<file path="config.mk">
export PLATFORM = sky130hd
export DESIGN_NAME = hit_encoder_flat
export DESIGN_NICKNAME = d
export VERILOG_FILES = /design/src/rtl/hit_if.sv /design/src/rtl/hit_encoder.sv /design/src/flat_wrapper.sv
export SDC_FILE = /design/constraint.sdc
export NUM_CORES = 1
export LEC_CHECK = 0
export CORE_AREA = 8 8 118 120
export CTS_CLUSTER_DIAMETER = 200
export DETAILED_ROUTE_END_ITERATION = 16
export DIE_AREA = 0 0 126 128
export SYNTH_ARGS = -nofsm -noshare
export SYNTH_HDL_FRONTEND = slang
export SYNTH_SLANG_ARGS = --single-unit
</file>
<file path="constraint.sdc">
create_clock -name clk -period 2.5 [get_ports clk]
set_clock_uncertainty 0.2 [all_clocks]
set_input_delay 0.75 -clock clk [delete_from_list [all_inputs] [get_ports clk]]
set_output_delay 0.75 -clock clk [all_outputs]
set_load 0.1 [all_outputs]
</file>
<file path="src/rtl/hit_if.sv">
// hit_if: button inputs and debounced hit-event outputs of hit_encoder
interface hit_if;
  logic [3:0] btn;
  logic       arm;
  logic       hit_valid;
  logic [1:0] hit_idx;
  logic       multi_press;
  logic [3:0] btn_db;
  modport master(output btn, arm, input hit_valid, hit_idx, multi_press, btn_db);
  modport slave(input btn, arm, output hit_valid, hit_idx, multi_press, btn_db);
endinterface

</file>
<file path="src/rtl/hit_encoder.sv">
// hit_encoder: synchronizes and debounces four mole buttons, emits one-cycle hit/multi-press events
module hit_encoder #(
  parameter int DEBOUNCE_CYCLES = 1000000,
  parameter int CW = $clog2(DEBOUNCE_CYCLES)
) (
  input logic clk,
  input logic rst_n,
  hit_if.slave bus
);
  typedef enum logic {IDLE, WAIT_REL} state_t;
  localparam logic [CW-1:0] CMAX = CW'(DEBOUNCE_CYCLES - 1);
  logic [3:0] s1_q, s2_q, btn_db_q, btn_db_d;
  logic [3:0][CW-1:0] cnt_q, cnt_d;
  state_t state_q, state_d;
  logic hit_valid_q, hit_valid_d, multi_press_q, multi_press_d;
  logic [1:0] hit_idx_q, hit_idx_d, enc;
  logic one_hot, any_db;
  always_comb begin
    cnt_d = cnt_q;
    btn_db_d = btn_db_q;
    for (int i = 0; i < 4; i++) begin
      cnt_d[i] = (s2_q[i] == btn_db_q[i] || cnt_q[i] == CMAX) ? '0 : cnt_q[i] + CW'(1);
      btn_db_d[i] = (s2_q[i] != btn_db_q[i] && cnt_q[i] == CMAX) ? s2_q[i] : btn_db_q[i];
    end
  end
  // one_hot is true only for a single debounced button; anything more is a multi-press
  assign any_db = |btn_db_q;
  assign one_hot = any_db && ((btn_db_q & (btn_db_q - 4'd1)) == 4'd0);
  assign enc = btn_db_q[3] ? 2'd3 : btn_db_q[2] ? 2'd2 : btn_db_q[1] ? 2'd1 : 2'd0;
  always_comb begin
    state_d = state_q;
    hit_valid_d = 1'b0;
    multi_press_d = 1'b0;
    hit_idx_d = hit_idx_q;
    if (state_q == IDLE) begin
      state_d = any_db ? WAIT_REL : IDLE;
      hit_valid_d = any_db && bus.arm && one_hot;
      multi_press_d = any_db && bus.arm && !one_hot;
      hit_idx_d = (any_db && bus.arm && one_hot) ? enc : hit_idx_q;
    end else begin
      state_d = any_db ? WAIT_REL : IDLE;
    end
  end
  always_ff @(posedge clk or negedge rst_n) begin
    if (!rst_n) begin
      s1_q <= '0;
      s2_q <= '0;
      cnt_q <= '0;
      btn_db_q <= '0;
      state_q <= IDLE;
      hit_valid_q <= 1'b0;
      multi_press_q <= 1'b0;
      hit_idx_q <= 2'b00;
    end else begin
      s1_q <= bus.btn;
      s2_q <= s1_q;
      cnt_q <= cnt_d;
      btn_db_q <= btn_db_d;
      state_q <= state_d;
      hit_valid_q <= hit_valid_d;
      multi_press_q <= multi_press_d;
      hit_idx_q <= hit_idx_d;
    end
  end
  assign bus.hit_valid = hit_valid_q;
  assign bus.multi_press = multi_press_q;
  assign bus.hit_idx = hit_idx_q;
  assign bus.btn_db = btn_db_q;
endmodule

</file>
<file path="src/flat_wrapper.sv">
// flat-port wrapper written by rule: the top's interface ports become plain ports
module hit_encoder_flat 
#(
  parameter int DEBOUNCE_CYCLES = 1000000,
  parameter int CW = $clog2(DEBOUNCE_CYCLES)
)
  (clk, rst_n, bus_btn, bus_arm, bus_hit_valid, bus_hit_idx, bus_multi_press, bus_btn_db);
  hit_if bus_i ();
  input logic clk;
  input logic rst_n;
  input wire logic [$bits(bus_i.btn)-1:0] bus_btn;
  input wire logic [$bits(bus_i.arm)-1:0] bus_arm;
  output wire logic [$bits(bus_i.hit_valid)-1:0] bus_hit_valid;
  output wire logic [$bits(bus_i.hit_idx)-1:0] bus_hit_idx;
  output wire logic [$bits(bus_i.multi_press)-1:0] bus_multi_press;
  output wire logic [$bits(bus_i.btn_db)-1:0] bus_btn_db;
  assign bus_i.btn = bus_btn;
  assign bus_i.arm = bus_arm;
  assign bus_hit_valid = bus_i.hit_valid;
  assign bus_hit_idx = bus_i.hit_idx;
  assign bus_multi_press = bus_i.multi_press;
  assign bus_btn_db = bus_i.btn_db;
  hit_encoder #(.DEBOUNCE_CYCLES(DEBOUNCE_CYCLES), .CW(CW)) u_core (.clk(clk), .rst_n(rst_n), .bus(bus_i));
endmodule
</file>
# Yosys cells after proc, flatten, opt, wreduce, memory -nomap -nowiden
# Index checks and enable logic that the tools add are counted.
word_totals:
  ff_bits: 97
  inputBits: 7
  out_inout_bits: 8
op_classes:
  n_addsub: 5
  n_eq_ne: 12
  muxes: 10
  bitwise_logic: 2
  reduce_logical: 16
ops:
  columns: ["operator", "n"]
  rows:
  - ["$add 20x1->20 const B", 4]
  - ["$eq 20x20->1 const B", 4]
  - ["$mux 20", 4]
  - ["$logic_and 1x1->1", 8]
  - ["$and 4x4->4", 1]
  - ["$eq 1x1->1", 4]
  - ["$logic_not 4->1", 1]
  - ["$logic_or 1x1->1", 4]
  - ["$mux 1", 4]
  - ["$mux 2", 2]
  - ["$ne 1x1->1", 4]
  - ["$reduce_or 4->1", 1]
  - ["$sub 4x1->4 const B", 1]
  - ["$reduce_and 2->1", 1]
  - ["$logic_not 1->1", 1]
  - ["$not 1->1", 1]

# Depth between registers and ports, before layout
logic_depth:
  word_depth: 7
  ltp_mapped: 7

# Worst setup path before layout
# OpenSTA, ideal clock, no wires.
synth_timing:
  kind: "register to register"
  start: "register u_core.btn_db_q[3], in the netlist u_core.bus.btn_db[3]"
  end: "register u_core.cnt_q[67] (netlist bit)"
  setup_time_ns: 0.132
  t_arrival_ns: 1.795
  required_ns: 2.168
  path_slack_ns: 0.374
  path_stages_with_launch: 6
  n_path_buf: 2
  period_less_slack_ns: 2.126
  path_cell_list: "dfrtp_1 -> clkbuf_1 -> xor2_1 -> o31ai_1 -> clkbuf_1 -> nor2_1"
synth_rtl:
  columns: ["item", "line", "rtl"]
  rows:
  - ["start: declaration", "hit_encoder.sv:12", "logic [3:0] s1_q, s2_q, btn_db_q, btn_db_d;"]
  - ["start signal: assignment", "hit_encoder.sv:58", "btn_db_q <= btn_db_d;"]
  - ["end signal: assignment", "hit_encoder.sv:57", "cnt_q <= cnt_d;"]
  - ["end: declaration", "hit_encoder.sv:13", "logic [3:0][CW-1:0] cnt_q, cnt_d;"]

==> qor.yml <==
outcome: "finished, final reports clean"
synth.area.top_cells: "dfrtp_1 (52%), xor2_1 (6.2%), nor2_1 (5.0%)"
yosys_most_used_dff: "dfrtp_1"
clkLatencyLatePin_ns: 0.34
clk_path_buf_depth: 2
cp_num_buf_inv: 0
min-delay-start: "u_core.s1_q[1]"
cts_resized: 0
fin_util_pct: 44.20
area_delta_synth_final_pct: 15.07
regToRegEndpoint: "u_core.cnt_q[77]"
root_buffer: "clkbuf_16"
critPathMaxStageDelay_ns: 0.60
rsz0062_at_grt: "no"
yosysTopAreaCell: "dfrtp_1"
antenna_found_initial: 0
hold_path_depth: 0
setup_violations: 0
final_nets: 501
cp_top_family: "simple AND/OR/NAND/NOR gates"
rrSetupSlack_ns: 0.34
synth_cell_types: 39
cap_violations: 0
fin_area_um2: 5396
num-fill-cells: 1132
dp_hpwl_mm: 6.035
yosysTopAreaCellShare_pct: 51.76
yosysWarnings: 0
final_layout_size_suffix_gt1_share_pct: 9.091
dr.pass1.iters: 4
hold_path_end: "u_core.s2_q[1]"
slew_headroom_pct: 66.03
cp_data_arrival_time_ns: 2.22
die_area_um2: 16130
drc: 0
min_period_over_period_pct: 86.55
antenna_left: 0
cts_tree: "done"
period_minus_slack_ns: 2.164
initial_core_util_pct: 38.41
cts_buffers: 9
routabilityCongestion: 0.8132
hold_class: "flop to flop"
grt_pass1_vias: 3395
yosysMostFrequentCell: "dfrtp_1"
worstMarginPinSlew_ns: 0.5057
cpMaxStageDelayCell: "or4_1"
cellLeakagePower_nw: 2.184
post_cts_buffers: 0
core-area_um2: 12210
hold_viol: 0
startpoint_type: "flop"
worstPathMaxFanout: 8
wl_mm: 8.896
htree_levels: 3
rows: 41
vias_per_cell: 5.377
path_cells: "nand3_2 -> or4_1 -> or4b_1 -> a21oi_1"
syn_nets: 490
syn_area_um2: 4689
vias: 3468
synth_edf_count: 0
wl_per_cell_um: 13.79
die_y_um: 128
track_usage_pct: 11.70
io_pins: 15
finalSetupTns_ns: 0
peakVddDrop_mv: 0.3525
synthTopCellsByCount: "dfrtp_1 (97), nor2_1 (62), nand2_1 (33), xor2_1 (33), a21oi_1 (29)"
grt_pass1_wl_mm: 15.59
r2r-start: "u_core.cnt_q[67]"
cts_hold_buf: 0
placed_cell_area_um2: 5085
critPathRequiredTime_ns: 2.56
numClockSinks: 97
synth-seq-cells: 97
reg2regPathDepth: 4
clk_pin_slew_worst_paths_ns: 0.07
end_kind: "flop"
die_w_um: 126
drv_slew: 0
ys_seq_area_share_pct: 51.76
postSynth.asyncResetShare_pct: 100.0
powerDensity_nw_per_um2: 584.1
synthCells: 479
n_antenna_cell: 0
grt-ovfl-total: 0
fmax_ghz: 0.4621
dr.first_iter.drc_count: 198
avgSynthCellArea_um2: 9.790
portBuffers: 14
critPathKind: "flop to flop"
grt_start_max_net_pins: 98
[report_power, final]
group	internal, mW	switching, mW
Combinational	0.0393	0.0724
Sequential	1.59	0.0195
Clock	0.871	0.558
[layer usage]
metal,global-route usage [%],vias to the layer above,share of wire [%]
met5,0,-,0
met4,3.892,0,0.82
met3,3.369,4,3.3
met2,18.72,41,47
li1,-,1728,-
met1,14.91,1695,49
[cell usage in the layout, fill, tap and decap left out, types with 12 or more instances in the layout]
cell	Yosys	layout
nand2_1	33	33
a21oi_1	29	29
o21ai_0	12	12
buf_4	0	12
nor2_1	62	62
dfrtp_1	97	97
nand4_1	22	22
nand3_1	26	26
or4_1	12	12
xnor2_1	20	20
xor2_1	33	33
[cell families after synthesis]
kind of cell / Yosys count / share of synthesized area (%)
flops: 97 / 51.76
mux: 4 / 0.9604
simple gates: 222 / 25.19
fa+ha+maj: 5 / 1.281
compound gates: 63 / 8.031
xor+xnor: 53 / 9.899
buf+inv: 35 / 2.882
[state kept, by name, indices dropped and copies added, names as in the netlist]
name	count
u_core.bus.multi_press	1
u_core.cnt_q	80
u_core.bus.hit_valid	1
u_core.s2_q	4
u_core.bus.hit_idx	2
u_core.s1_q	4
u_core.state_q	1
u_core.bus.btn_db	4
[worst max path at each step]
stage / slack (ns) / end / cells past startpoint / startpoint
6_report: 0.34 / u_core.cnt_q[77] / 4 / u_core.cnt_q[67]
5_1_grt: 0.27 / u_core.cnt_q[77] / 4 / u_core.cnt_q[67]
4_1_cts: 0.35 / bus_btn_db[2] / 1 / u_core.bus.btn_db[2]
3_5_place_dp: 0.27 / u_core.bus.hit_idx[1] / 5 / bus_arm
3_3_place_gp: 0.33 / u_core.bus.hit_idx[0] / 4 / bus_arm
2_1_floorplan: 0.37 / u_core.cnt_q[67] / 5 / u_core.bus.btn_db[3]
[stage by stage]
stage | power (mW) | std cells | hold slack, ns | worst slack [ns]
2_1_floorplan | 1.686 | 479 | 0.1312 | 0.3735
3_3_place_gp | 1.752 | 629 | 0.1331 | 0.3314
3_5_place_dp | 1.756 | 629 | 0.1355 | 0.2716
4_1_cts | 3.207 | 645 | 0.1491 | 0.3475
5_1_grt | 3.283 | 645 | 0.1623 | 0.2744
6_report | 3.152 | 645 | 0.1481 | 0.3362
[cell type report]
class | count | area, um^2 | share of cell area (%)
clock inverter | 6 | 82.58 | 1.530
sequential | 97 | 2427 | 44.98
clock buffer | 10 | 229.0 | 4.243
multi-input combinational | 347 | 2147 | 39.79
timing repair buffer | 24 | 280.3 | 5.194
inverter | 11 | 42.54 | 0.7883
tap | 150 | 187.7 | 3.478
Note: power is estimated with default switching activity, not from simulation.
